### src/rtl/fpaccum_pkg.sv
// fpaccum_pkg: shared FSM state type and accumulator sizing for fpaccum
package fpaccum_pkg;

    typedef enum logic [1:0] {IDLE, ACCUM, DONE} state_t;

    // Headroom for len worst-case products plus one guard bit for the sign.
    function automatic int acc_width(input int n, input int len);
        return n + $clog2(len) + 1;
    endfunction

endpackage

### src/rtl/fpaccum_sat.sv
// fpaccum_sat: combinational clamp of a wide sum to n bits with overflow flag
module fpaccum_sat #(
    parameter int n    = 32,
    parameter int w    = 36,
    parameter int sign = 1
) (
    input  logic [w-1:0] s,
    output logic [n-1:0] c,
    output logic         ovf
);

    logic pos;
    logic neg;

    // Signed: in range only when bits [w-1:n-1] are all copies of the sign bit.
    if (sign != 0) begin : g_s
        assign pos = !s[w-1] && |s[w-2:n-1];
        assign neg = s[w-1] && !(&s[w-2:n-1]);
    end else begin : g_u
        assign pos = |s[w-1:n];
        assign neg = 1'b0;
    end

    assign ovf = pos | neg;
    assign c   = pos ? (sign != 0 ? {1'b0, {(n-1){1'b1}}} : {n{1'b1}})
               : neg ? {1'b1, {(n-1){1'b0}}}
               : s[n-1:0];

endmodule

### src/rtl/fpaccum.sv
// fpaccum: streaming batch accumulator with saturated n-bit sum per batch
module fpaccum
    import fpaccum_pkg::*;
#(
    parameter int n    = 32,
    parameter int d    = 16,
    parameter int sign = 1,
    parameter int len  = 8
) (
    input  logic         clk,
    input  logic         reset_n,
    input  logic         snd_val,
    output logic         snd_rdy,
    input  logic         snd_last,
    input  logic [n-1:0] a,
    output logic         rcv_val,
    input  logic         rcv_rdy,
    output logic [n-1:0] c,
    output logic         ovf
);

    localparam int w  = acc_width(n, len);
    localparam int cw = $clog2(len + 1);
    localparam logic [cw-1:0] last_cnt = cw'(len - 1);

    if (len < 2 || d > n) begin : g_bad_params
        $error("fpaccum: need len >= 2 and d <= n");
    end

    state_t        state;
    state_t        state_n;
    logic [w-1:0]  acc;
    logic [w-1:0]  a_ext;
    logic [w-1:0]  sum;
    logic [cw-1:0] cnt;
    logic          accept;
    logic          close;
    logic          out_hs;
    logic [n-1:0]  sat_c;
    logic          sat_ovf;

    assign snd_rdy = state != DONE;
    assign rcv_val = state == DONE;
    assign a_ext   = {{(w-n){sign != 0 && a[n-1]}}, a};
    // acc is zero whenever IDLE, so one adder serves both first and later accepts
    assign sum     = acc + a_ext;

    always_comb begin
        accept  = snd_val & snd_rdy;
        close   = accept & (snd_last | cnt == last_cnt);
        out_hs  = rcv_val & rcv_rdy;
        state_n = state == DONE ? (rcv_rdy ? IDLE : DONE)
                : close ? DONE
                : accept ? ACCUM
                : state;
    end

    fpaccum_sat #(.n(n), .w(w), .sign(sign)) u_sat (
        .s   (sum),
        .c   (sat_c),
        .ovf (sat_ovf)
    );

    always_ff @(posedge clk or negedge reset_n) begin
        if (!reset_n) begin
            state <= IDLE;
            acc   <= '0;
            cnt   <= '0;
            c     <= '0;
            ovf   <= 1'b0;
        end else begin
            state <= state_n;
            if (out_hs) begin
                acc <= '0;
                cnt <= '0;
            end else if (accept) begin
                acc <= sum;
                cnt <= cnt + 1'b1;
            end
            if (close) begin
                c   <= sat_c;
                ovf <= sat_ovf;
            end
        end
    end

endmodule

### config.mk
export PLATFORM = sky130hd
export DESIGN_NAME = fpaccum
export DESIGN_NICKNAME = d
export VERILOG_FILES = /design/src/rtl/fpaccum_pkg.sv /design/src/rtl/fpaccum_sat.sv /design/src/rtl/fpaccum.sv
export SDC_FILE = /design/constraint.sdc
export NUM_CORES = 1
export LEC_CHECK = 0
export BUFFER_PORTS_ARGS = -buffer_cell sky130_fd_sc_hd__buf_2
export CORE_MARGIN = 10
export CORE_UTILIZATION = 60
export DETAILED_ROUTE_END_ITERATION = 7
export GPL_ROUTABILITY_DRIVEN = 0
export MAX_ROUTING_LAYER = met4
export PLACE_DENSITY = 0.91
export SETUP_SLACK_MARGIN = 0.5
export SYNTH_ARGS = -nofsm -noshare
export SYNTH_HDL_FRONTEND = slang
export SYNTH_HIERARCHICAL = 1
export SYNTH_SLANG_ARGS = --single-unit
### constraint.sdc
create_clock -name clk -period 3.75 [get_ports clk]
set_input_delay 0.75 -clock clk [delete_from_list [all_inputs] [get_ports clk]]
set_output_delay 0.75 -clock clk [all_outputs]
set_load 0.02 [all_outputs]
; ---- Word level (Yosys, flattened, before mapping)
; Index checks and enable logic that the tools add are counted.
[word_totals]
input_bits = 37
ff_bits = 75
[classes]
reduce_logical = 8
n_eq_ne = 3
n_bitwise = 5
n_mux = 10
n_addsub = 2
[op_table]
columns = cell, n
row1 = 36-bit two-way mux, 2
row2 = 32-bit two-way mux, 2
row3 = 36-bit adder, 1
row4 = 2-bit two-way mux, 4
row5 = 4-bit two-way mux, 2
row6 = "4-bit by 1-bit adder with 4-bit output, second input constant", 1
row7 = "4-bit by 3-bit == test with 1-bit output, second input constant", 1
row8 = 4-bit AND reduction, 1
row9 = 4-bit OR reduction, 1
row10 = 1-bit bitwise AND, 3
row11 = 3-bit nonzero test, 1
row12 = "2-bit == test, second input constant", 1
row13 = 1-bit logical AND, 2
row14 = 1-bit zero test, 2
row15 = "2-bit != test, second input constant", 1
row16 = 1-bit OR, 2
row17 = 2-bit nonzero test, 1

; ---- Depth between registers and ports, before layout
; Gate-level depths: netlist of the first run.
[depth]
depth_word = 6
depth_mapped = 15

; ---- Hierarchy
; Netlist of the first run, hierarchy kept.
[by_module_without_submodules]
columns = mod, area_per_inst_um2, n_inst, cells_per_inst
row1 = fpaccum, 4859.7, 1, 479
row2 = fpaccum_sat, 1039.7, 1, 126

; ---- Worst setup path before layout of the first run
; Ideal clock, no wire load.
[synth_path]
kind = input to register
startpoint = input a[26]
endpoint = register c[2]
path_slack_ps = 144
arrival_ps = 3481
path_stages = 14
required_ps = 3625
setup_ps = 125
cell_sequence = ha_1 buf_6 a21o_1 a21o_1 a21o_1 a2111oi_4 nor2_1 or3_1 and2_1 buf_4 nor3_4 buf_6 a221oi_2 mux2_2
[synth_via]
elab_chain_cells = 6
word_cells_on_any_way = 9
[synth_rtl]
columns = element, line
row1 = "start, declared", fpaccum.sv:15  ; input logic [n-1:0] a,
row2 = 36-bit adder (*), fpaccum.sv:46  ; assign sum = acc + a_ext;
row3 = net sum[33], fpaccum.sv:34  ; logic [w-1:0] sum;
row4 = 4-bit AND reduction, fpaccum_sat.sv:18  ; assign neg = s[w-1] && !(&s[w-2:n-1]);
row5 = 1-bit zero test, fpaccum_sat.sv:18
row6 = 1-bit logical AND, fpaccum_sat.sv:18
row7 = 32-bit two-way mux, fpaccum_sat.sv:26  ; : neg ? {1'b1, {(n-1){1'b0}}}
row8 = 32-bit two-way mux (*), fpaccum_sat.sv:25  ; assign c = pos ? (sign != 0 ? {1'b0, {(n-1){1'b1}}} : {n{1'b1}})
row9 = net sat_c[2], fpaccum.sv:39  ; logic [n-1:0] sat_c;
row10 = "end signal, assigned", fpaccum.sv:81  ; c <= sat_c;
row11 = "end, declared", fpaccum.sv:18  ; output logic [n-1:0] c,
; Mark *: on every way through the listed nets, which the timed path passes. The rest lies on a longest branch.
; A chain may end at the register's enable or synchronous reset.

; ---- Worst setup path after layout of the first run
[layout_path]
startpoint = input a[13]
endpoint = register c[21]
[layout_via]
word_cells_on_any_way = 9
[layout_rtl]
columns = element, line
row1 = 36-bit adder (*), fpaccum.sv:46
row2 = net sum[35], fpaccum.sv:34
row3 = 1-bit logical AND / 1-bit zero test (equally long branches), "fpaccum_sat.sv:18, fpaccum_sat.sv:17"
row4 = 32-bit two-way mux / 1-bit logical AND (equally long branches), "fpaccum_sat.sv:26, fpaccum_sat.sv:17"
row5 = 32-bit two-way mux (*), fpaccum_sat.sv:25
row6 = net sat_c[21], fpaccum.sv:39
; Marked as above.

==> metrics.cfg, run 1 <==
[timing]
grt_setup_unrepaired = yes
fin_skew_ps = 19.40
layout_worst_path_cycle_share = 1.031
hold_violations = 0
final_min_period_ps = 3867
timing.final.setup_violations = 2
worstMarginPinSlew_ps = 1042
timing.final.ws_setup_ps = -116.7
max_freq_mhz = 258.6
final_max_slew_viol_count = 0
worst_slew_margin_rel = 0.3034

[layout]
area_delta_synth_final_pct = 30.29
nNetsFinal = 789
filler_cell_count = 495
n_antenna_cell = 0
fin_area_um2 = 7686
post_route_cells_drive_above_1_share = 0.4236

[synth]
post_synth_edffs = 0
synth_flop_cell = sky130_fd_sc_hd__dfrtp_1
most_frequent_cells_after_synthesis = 75 x sky130_fd_sc_hd__dfrtp_1, 55 x sky130_fd_sc_hd__nor2_1, 43 x sky130_fd_sc_hd__a21oi_1
yosys.area.top_type = sky130_fd_sc_hd__dfrtp_1
yosys.area.top_type_share = 0.3181
synthSimpleGateAreaFrac = 0.1396
postSynthRegisterBits = 75
synth.yosys.warnings = 6
postSynthCellCount = 605
post_synth_xor_area_fraction = 0.05048
post_synth_mux_area_share = 0.06999
postSynthNetCount = 679
post-synth-top-count-cell = sky130_fd_sc_hd__dfrtp_1
post_synthesis_mean_instance_area_um2 = 9.751
synth_compound_gate_area_share = 0.2810
syn_area_um2 = 5899
synth.lib_cells_used.distinct = 62
synth_adder_area_share = 0.07975
dominant_combinational_cell_family_by_area_after_synthesis = compound AO/OA/AOI/OAI gates
async_reset_ff_frac = 1.000
netlist_top_cells_area = sky130_fd_sc_hd__dfrtp_1 32%, sky130_fd_sc_hd__a221oi_2 7.6%, sky130_fd_sc_hd__ha_1 7.6%, sky130_fd_sc_hd__mux2_2 6.5%, sky130_fd_sc_hd__a22o_1 5.0%
register_area_share_after_synthesis = 0.3181

[drt]
vias = 6467
detail_route.drc_violations = 0
post_drt_wl_per_cell_um = 28.25
drt_pass1_iterations = 6
postRouteWirelength_mm = 24.10
drt_iter0_drc = 1064
post_drt_via_cell_ratio = 7.581
drt.antenna.violating_nets = 0

[placement]
hpwlAfterDp_mm = 12.17
dpl-instance-area_um2 = 6629
io_port_bufs = 71

[worst_setup_path]
worst-setup-path-type = in -> reg
r2r_cells = 14
critical_path_depth = 15
critical_path.top_delay_family = compound AO/OA/AOI/OAI gates
timing.critical_path.fanout_max = 5
cpPeakStageDelay_ps = 450
slowest_stage = sky130_fd_sc_hd__o41ai_4
critical_path_arrival_ps = 4200
crit_buf_inv = 4
path_cells = buf_2 > ha_4 > buf_4 > nand4_1 > nand2b_1 > o2111ai_4 > o41ai_4 > mux2i_1 > nand2_1 > xnor2_2 > nor2b_4 > buf_12 > clkbuf_16 > a221oi_2 > mux2_2
required_ps = 4080
type_of_element_launching_the_critical_path = input pin
crit_end_category = flop

[clock_network]
cts_sinks = 75
clockRootBuffer = sky130_fd_sc_hd__clkbuf_8
ctsHtreeMaxLevel = 3
clock_tree.buffer_depth = 2
clkSlewWorstSetupHoldPaths_ps = 100
clkLatencyLatePin_ps = 400
clock_tree_from_tritoncts = built
cts_inserted_buffers = 9

[floorplan]
initial_utilization = 0.6092
fp.dieW_um = 119.2
io_pins = 72
placeableCoreArea_um2 = 9684
row_count = 36
dieArea_um2 = 14200
floorplan.die.height_um = 119.2

[global_route]
grt_overflow = 0
grt_usage = 0.2664
grt_max_degree = 76
first_pass_grt_wire_length_mm = 30.32
vias_in_the_first_global_route = 5897
number_of_antenna_violations_at_the_first_check_in_global_routing = 0

[run_status]
outcome = finished with violations
failed_checks = setup timing

[hold_path]
min-delay-path-class = in -> async

[job]
max-cap-violations = 0

[cell usage in the layout (no fill, tap or decap), types with 4 or more instances in the layout]
cell type,instances
sky130_fd_sc_hd__dfrtp_1,74
sky130_fd_sc_hd__buf_2,65
sky130_fd_sc_hd__buf_4,65
sky130_fd_sc_hd__nor2_1,52
sky130_fd_sc_hd__nand4_1,39
sky130_fd_sc_hd__a22o_1,34
sky130_fd_sc_hd__nand2_1,32
sky130_fd_sc_hd__a21oi_1,30
sky130_fd_sc_hd__mux2_2,28
sky130_fd_sc_hd__a221oi_2,28
sky130_fd_sc_hd__a21o_1,18
sky130_fd_sc_hd__ha_1,16
sky130_fd_sc_hd__xnor2_1,15
sky130_fd_sc_hd__xor2_1,15
sky130_fd_sc_hd__ha_4,15
sky130_fd_sc_hd__o21ai_0,12
sky130_fd_sc_hd__a21oi_2,11
sky130_fd_sc_hd__clkbuf_8,9
sky130_fd_sc_hd__buf_6,9
sky130_fd_sc_hd__inv_1,8
sky130_fd_sc_hd__nand3_1,7
sky130_fd_sc_hd__buf_12,7
sky130_fd_sc_hd__and2_1,6
sky130_fd_sc_hd__and3_1,6
sky130_fd_sc_hd__o21ai_1,6
sky130_fd_sc_hd__a31oi_1,6
sky130_fd_sc_hd__mux2_4,6
sky130_fd_sc_hd__ha_2,5
sky130_fd_sc_hd__o21a_1,4
sky130_fd_sc_hd__o211ai_1,4
sky130_fd_sc_hd__o21bai_1,4
sky130_fd_sc_hd__clkbuf_16,4
sky130_fd_sc_hd__a221oi_4,4
[final timing paths]
| path | endpoint | start | slack (ps) |
|---|---|---|---|
| min in group clk | c[1] | c[1] | 510 |
| hold reg to reg | c[1] | c[1] | 510 |
| hold / removal | acc[11] | reset_n | 510 |
| max in group asynchronous | acc[1] | reset_n | 2550 |
| setup reg to reg | c[21] | acc[13] | -90 |
| setup / recovery | c[21] | a[13] | -120 |
[logic make-up after synthesis]
logic type | count (synthesis)
mux | 37
flops | 75
xor+xnor | 34
compound gates | 196
fa+ha+maj | 37
buf+inv | 62
simple gates | 164
[per-stage QoR]
stage / setup TNS, ps / hold WS (ps) / worst slack, ps / utilization / std cells
3_3_place_gp: -250.9 / 482.4 / -85.05 / 0.6845 / 801
5_1_grt: -266.2 / 512.7 / -266.2 / 0.7937 / 853
4_1_cts: 0 / 506.5 / 454.5 / 0.7393 / 832
6_report: -123.6 / 511.4 / -116.7 / 0.7937 / 853
3_5_place_dp: -1029 / 486.1 / -102.4 / 0.6845 / 801
2_1_floorplan: 0 / 454.4 / 277.4 / - / 605
[registers in the layout (all words and copies together), names as in the netlist]
name and flops:
acc 36, c 32, cnt 4, ovf 1
state 2
[metal layers]
| metal | track usage | up-vias | share of wire | wire (um) |
|---|---|---|---|---|
| met2 | 0.4170 | 639 | 0.44 | 10610 |
| met4 | 0.1672 | 0 | 0.094 | 2260 |
| met3 | 0.05857 | 251 | 0.12 | 2959 |
| li1 | - | 2533 | - | - |
| met5 | - | - | 0 | 0 |
| met1 | 0.3049 | 3044 | 0.34 | 8266 |
[final cells by class]
class / instances / area (um2) / area share
flip-flops and latches: 75 / 1878 / 0.2443
inverters: 8 / 30.03 / 0.003907
multi-input cells: 468 / 4205 / 0.5471
repair buffers: 153 / 1212 / 0.1577
well taps: 133 / 166.4 / 0.02165
clock inverters: 6 / 66.31 / 0.008628
clock buffers: 10 / 127.6 / 0.01660
[repair_timing]
| action | in CTS | in global routing |
|---|---|---|
| gates resized for setup | 36 | 50 |
| hold buffers | 0 | 0 |
| gates cloned | 1 | 5 |
| setup buffers | 14 | 16 |
| endpoints found under the setup margin | 32 | 33 |
| endpoints found under the hold margin | 0 | 0 |
| pin swaps | 11 | 22 |
Power of run 1 is left out: the tool's default activity adds up to more than one toggle a clock period on the data nets, which glitch-free logic cannot reach.
==> run 2: changes to the inputs <==
--- a/config.mk
+++ b/config.mk
@@ -7,11 +7,11 @@
 export LEC_CHECK = 0
 export BUFFER_PORTS_ARGS = -buffer_cell sky130_fd_sc_hd__buf_2
 export CORE_MARGIN = 10
-export CORE_UTILIZATION = 60
+export CORE_UTILIZATION = 50
 export DETAILED_ROUTE_END_ITERATION = 7
 export GPL_ROUTABILITY_DRIVEN = 0
 export MAX_ROUTING_LAYER = met4
-export PLACE_DENSITY = 0.91
+export PLACE_DENSITY = 0.79
 export SETUP_SLACK_MARGIN = 0.5
 export SYNTH_ARGS = -nofsm -noshare
 export SYNTH_HDL_FRONTEND = slang
==> constraint.sdc (replaced) <==
create_clock -name clk -period 3.8 [get_ports clk]
set_input_delay 0.76 -clock clk [delete_from_list [all_inputs] [get_ports clk]]
set_output_delay 0.76 -clock clk [all_outputs]
set_load 0.02 [all_outputs]
==> run 2 against run 1 <==
Effect of this change: the run now ends clean; cell area shrank 2.7%; non-clock buffer count shrank 28; clock-buffer cell count grew 2; largest cell class unchanged.
==> metrics.cfg, run 2 (synthesis gave the netlist of run 1 again) <==
[placement]
hpwlAfterDp_mm = 11.61  ; -4.6%
io_port_bufs = 71  ; unchanged
dp.cells = 797  ; -0.50%
placement.setup.worst_slack_ps = -117.0  ; -14.60 ps

[worst_setup_path]
critical_path_arrival_ps = 3700  ; -500 ps
type_of_element_launching_the_critical_path = input pin
timing.critical_path.fanout_max = 8  ; +3
critical_path_depth = 16  ; +1
critical_path.top_delay_family = compound AO/OA/AOI/OAI gates
crit_end_category = flop
required_ps = 4020  ; -60 ps
cpPeakStageDelay_ps = 390  ; -60 ps
path_cells = buf_6 > ha_4 > o211ai_1 > o211ai_2 > a21boi_2 > nor3_2 > o211ai_1 > a21oi_2 > or3_1 > and2_4 > nor3_4 > buf_6 > buf_12 > buf_12 > a221oi_4 > mux2_4
r2r_cells = 15  ; +1
worst-setup-path-type = in -> reg
crit_buf_inv = 4  ; unchanged
slowest_stage = sky130_fd_sc_hd__o211ai_1
reg2reg_setup_slack_ps = 360  ; +450 ps

[timing]
final_max_slew_viol_count = 0  ; unchanged
timing.final.ws_setup_ps = 323.6  ; +440.3 ps
timing.final.setup_violations = 0  ; -2
fin_hold_ws_ps = 498.9  ; -12.50 ps
worst_slew_margin_rel = 0.2999  ; -0.003460
final_min_period_ps = 3476
grt_setup_unrepaired = yes
layout_worst_path_cycle_share = 0.9148
worstMarginPinSlew_ps = 1048  ; +5.178 ps
fin_skew_ps = 7.881  ; -11.52 ps
max_freq_mhz = 287.7
hold_violations = 0  ; unchanged

[clock_network]
clkLatencyLatePin_ps = 340  ; -60 ps
post_cts_hold_buffer_count = 0  ; unchanged
clock_tree.buffer_depth = 2  ; unchanged
cts_sinks = 75  ; unchanged
clock_tree_from_tritoncts = built
clockRootBuffer = sky130_fd_sc_hd__clkbuf_16
cts_inserted_buffers = 9  ; unchanged
clkSlewWorstSetupHoldPaths_ps = 60  ; -40 ps
ctsHtreeMaxLevel = 3  ; unchanged

[global_route]
number_of_antenna_violations_at_the_first_check_in_global_routing = 1  ; +1
first_pass_grt_wire_length_mm = 28.81  ; -5.0%
grt_usage = 0.2179  ; -0.04847
grt_overflow = 0  ; unchanged
vias_in_the_first_global_route = 5684  ; -3.6%
grt_max_degree = 76  ; unchanged

[drt]
drt_pass1_iterations = 5  ; -1
vias = 5509  ; -15%
drt_iter0_drc = 629  ; -41%
post_drt_via_cell_ratio = 6.590  ; -13%
postRouteWirelength_mm = 17.89  ; -26%
drt.antenna.violating_nets = 0  ; unchanged
post_drt_wl_per_cell_um = 21.40  ; -24%
detail_route.drc_violations = 0  ; unchanged

[layout]
post_route_cells_drive_above_1_share = 0.3931  ; -0.03055
area_delta_synth_final_pct = 26.77
layout_common_cells = 74 x sky130_fd_sc_hd__dfrtp_1, 67 x sky130_fd_sc_hd__buf_2, 52 x sky130_fd_sc_hd__nor2_1
max_reg_flops = 36  ; unchanged
filler_cell_count = 857  ; +73%
mostFrequentLayoutCell = sky130_fd_sc_hd__dfrtp_1
multi_input_comb_area_um2 = 4080  ; -3.0%
nNetsFinal = 761  ; -3.5%
fin_util = 0.6522  ; -0.1415
area.sequential_um2 = 1878  ; unchanged
top_regs = acc (36), c (32), cnt (4)
fin_cells = 836  ; -2.0%
regMostFlops = acc

[floorplan]
initial_utilization = 0.5145  ; -0.09472
dieArea_um2 = 16540  ; +17%
row_count = 39  ; +8.3%
io_pins = 72  ; unchanged
fp.dieW_um = 128.6  ; +7.9%
floorplan.die.height_um = 128.6  ; +7.9%
placeableCoreArea_um2 = 11470  ; +18%

[hold_path]
timing.hold.worst_path_depth = 1
min-delay-path-class = reg -> reg

[run_status]
outcome = completed

[job]
max-cap-violations = 0  ; unchanged

[run 2: cell count changes in the layout (fill, tap and decap cells not counted), sizes merged]
cell      change
buf          -25
clkinv        -1
bufbuf        +1
clkbuf        -2
diode         +1
bufinv        +1
clkinvlp      -2
[run 2: layer usage]
metal / wire (um) / GRT usage / vias up
met3: 1277 / 0.05092 / 63
met1: 7232 / 0.2484 / 2684
met5: 0 / - / -
li1: - / - / 2478
met4: 796 / 0.1067 / 0
met2: 8587 / 0.3536 / 284
[run 2: timing repair]
action | 4_1_cts | 5_1_grt
setup buffers | 17 | 2
setup endpoints to repair | 33 | 32
hold endpoints to repair | 0 | 0
gates resized for setup | 30 | 30
pin swaps | 20 | 5
cloned | 3 | 0
[run 2: path summary, 6_finish.rpt]
check / to / start
worst max-delay path: c[6] / a[2]
worst min register to register: c[20] / c[20]
min in group asynchronous: acc[4] / reset_n
worst min-delay path: c[20] / c[20]
worst max register to register: c[6] / acc[2]
max in group asynchronous: acc[1] / reset_n
[run 2: through the flow]
stage | cell area [um2] | TNS [ps]
6_report | 7478 | 0
4_1_cts | 7300 | 0
3_5_place_dp | 6574 | -2829
2_1_floorplan | 6013 | 0
3_3_place_gp | 6574 | -397.1
5_1_grt | 7478 | 0
[run 2: worst register-to-register path: cells and delay by family, from the launching register on]
kind,cells,cell delay (ps)
flops,1,430
compound gates,6,1220
simple gates,4,750
mux,1,280
fa+ha+maj,1,280
buf+inv,3,390
[run 2: area by class of cell]
type                       count  share of cell area
clock inverter                 4            0.009704
inverter                       8            0.004015
tap                          143             0.02393
multi-input combinational    468              0.5456
antenna                        1           0.0003346
clock buffer                  12             0.03430
sequential                    75              0.2511
timing repair buffer         125              0.1310
Power of run 2 is left out for the same reason.
==> run 3: changes to the inputs <==
--- a/config.mk
+++ b/config.mk
@@ -8,11 +8,11 @@
 export BUFFER_PORTS_ARGS = -buffer_cell sky130_fd_sc_hd__buf_2
 export CORE_MARGIN = 10
 export CORE_UTILIZATION = 50
+export CTS_BUF_LIST = sky130_fd_sc_hd__clkbuf_4
 export DETAILED_ROUTE_END_ITERATION = 7
 export GPL_ROUTABILITY_DRIVEN = 0
 export MAX_ROUTING_LAYER = met4
 export PLACE_DENSITY = 0.79
-export SETUP_SLACK_MARGIN = 0.5
 export SYNTH_ARGS = -nofsm -noshare
 export SYNTH_HDL_FRONTEND = slang
 export SYNTH_HIERARCHICAL = 1
==> run 3 against run 2 <==
Effect of this change: flip-flop and latch count stayed put; non-clock buffer count is 2 lower; largest cell class unchanged; critical endpoint is now c[18]; routed wire length is 8.3% lower; first-iteration DRC count is 5.9% lower; clock-buffer cell count is 3 lower; via count is 3.9% lower.
==> metrics.cfg, run 3 (synthesis gave the netlist of run 1 again) <==
[floorplan]
row_count = 39  ; unchanged
placeableCoreArea_um2 = 11470  ; unchanged
fp.dieW_um = 128.6  ; unchanged
floorplan.die.height_um = 128.6  ; unchanged
initial_utilization = 0.5145  ; unchanged
dieArea_um2 = 16540  ; unchanged
io_pins = 72  ; unchanged

[clock_network]
post-cts-setup-buffers = 0  ; -17
clock_tree_from_tritoncts = built
clockRootBuffer = sky130_fd_sc_hd__clkbuf_4
clkSlewWorstSetupHoldPaths_ps = 140  ; +80 ps
ctsHtreeMaxLevel = 3  ; unchanged
cts_inserted_buffers = 9  ; unchanged
cts_sinks = 75  ; unchanged
clkLatencyLatePin_ps = 490  ; +150 ps
clock_tree.buffer_depth = 2  ; unchanged

[worst_setup_path]
required_ps = 4230  ; +210 ps
cp_common_cell = sky130_fd_sc_hd__a31oi_1
cpPeakStageDelay_ps = 410  ; +20 ps
timing.critical_path.fanout_max = 13  ; +5
reg2reg_setup_slack_ps = 230  ; -130 ps
critical_path_arrival_ps = 4000  ; +300 ps
critical_path.top_delay_family = compound AO/OA/AOI/OAI gates
type_of_element_launching_the_critical_path = flop
worst-setup-path-type = reg -> reg
slowest_stage = sky130_fd_sc_hd__dfrtp_1
crit_buf_inv = 1  ; -3
path_cells = ha_1 > fa_1 > a21oi_1 > o21ai_0 > nand3_1 > a31oi_1 > a41o_1 > a31oi_1 > xnor2_2 > buf_4 > nor2_1 > a221oi_2 > mux2_2
crit_end_category = flop

[layout]
regMostFlops = acc
nNetsFinal = 759  ; -0.26%
filler_cell_count = 958  ; +12%
n_antenna_cell = 0  ; -1
area_delta_synth_final_pct = 13.62
layout_common_cells = 75 x sky130_fd_sc_hd__dfrtp_1, 70 x sky130_fd_sc_hd__buf_2, 54 x sky130_fd_sc_hd__nor2_1
post_route_cells_drive_above_1_share = 0.3203  ; -0.07277
mostFrequentLayoutCell = sky130_fd_sc_hd__dfrtp_1
max_reg_flops = 36  ; unchanged
fin_area_um2 = 6703  ; -10%
top_regs = acc (36), c (32), cnt (4)

[drt]
post_drt_via_cell_ratio = 6.358  ; -3.5%
postRouteWirelength_mm = 16.40  ; -8.3%
post_drt_wl_per_cell_um = 19.69  ; -8.0%
detail_route.drc_violations = 0  ; unchanged
drt_pass1_iterations = 5  ; unchanged
drt_iter0_drc = 592  ; -5.9%
vias = 5296  ; -3.9%
drt.antenna.violating_nets = 0  ; unchanged

[job]
max-cap-violations = 0  ; unchanged

[global_route]
grt_max_degree = 76  ; unchanged
busiest_layer = met2
grt_usage = 0.2022  ; -0.01564
number_of_antenna_violations_at_the_first_check_in_global_routing = 0  ; -1
grt_overflow = 0  ; unchanged
vias_in_the_first_global_route = 5358  ; -5.7%
grt_use_met3 = 0.02998  ; -0.02094
gr-usage-met2 = 0.3293  ; -0.02423
grtUsageMet1 = 0.2444  ; -0.004070
first_pass_grt_wire_length_mm = 26.70  ; -7.3%

[placement]
io_port_bufs = 71  ; unchanged
hpwlAfterDp_mm = 11.97  ; +3.1%
dpl-instance-area_um2 = 6554  ; -0.30%

[timing]
final_max_slew_viol_count = 0  ; unchanged
worstMarginPinSlew_ps = 976.7  ; -70.89 ps
grt_setup_unrepaired = no
fin_skew_ps = 15.58  ; +7.701 ps
max_freq_mhz = 280.1  ; -2.6%
layout_worst_path_cycle_share = 0.9397  ; +0.02484
hold_violations = 0  ; unchanged
timing.final.setup_violations = 0  ; unchanged
worst_slew_margin_rel = 0.3489  ; +0.04892
final_min_period_ps = 3571  ; +94.40 ps

[hold_path]
min-delay-path-class = in -> async

[run_status]
outcome = completed

==> run 3: path summary, 6_finish.rpt <==
path / from / to / cells past startpoint
worst max register to register: acc[0] / c[18] / 13
worst min register to register: c[19] / c[19] / 1
worst max-delay path: acc[0] / c[18] / 13
worst min-delay path: reset_n / acc[0] / 1
max in group asynchronous: reset_n / c[18] / 1
min in group clk: snd_val / state[0] / 2
==> run 3: layout make-up <==
cell class	count	area (um2)	share of cell area
multi-input cells	468	3707	0.5531
repair buffers	123	773.2	0.1154
well taps	143	178.9	0.02669
clock buffers	9	67.56	0.01008
clock inverters	7	68.82	0.01027
flip-flops and latches	75	1877	0.2800
inverters	8	30.03	0.004480
==> run 3: timing repair <==
item | CTS | global route
gates resized for setup | 0 | 1
setup endpoints to repair | 0 | 1
hold buffers | 0 | 0
==> run 3: metal layers <==
layer	wire [um]	vias to the layer above
met3	1064	38
met4	424	0
met2	8042	237
met5	0	-
li1	-	2465
met1	6870	2556
==> run 3: metrics by stage <==
step,TNS [ps],setup slack [ps],hold WS [ps],cells,utilization
2_1_floorplan,0,184.1,464.4,605,-
3_3_place_gp,-2924,-116.7,483.3,817,0.5715
3_5_place_dp,-3708,-152.1,486.0,817,0.5715
4_1_cts,0,301.7,456.8,833,0.5834
5_1_grt,0,25.26,486.5,833,0.5845
6_report,0,229.2,366.7,833,0.5845
Power of run 3 is left out for the same reason.
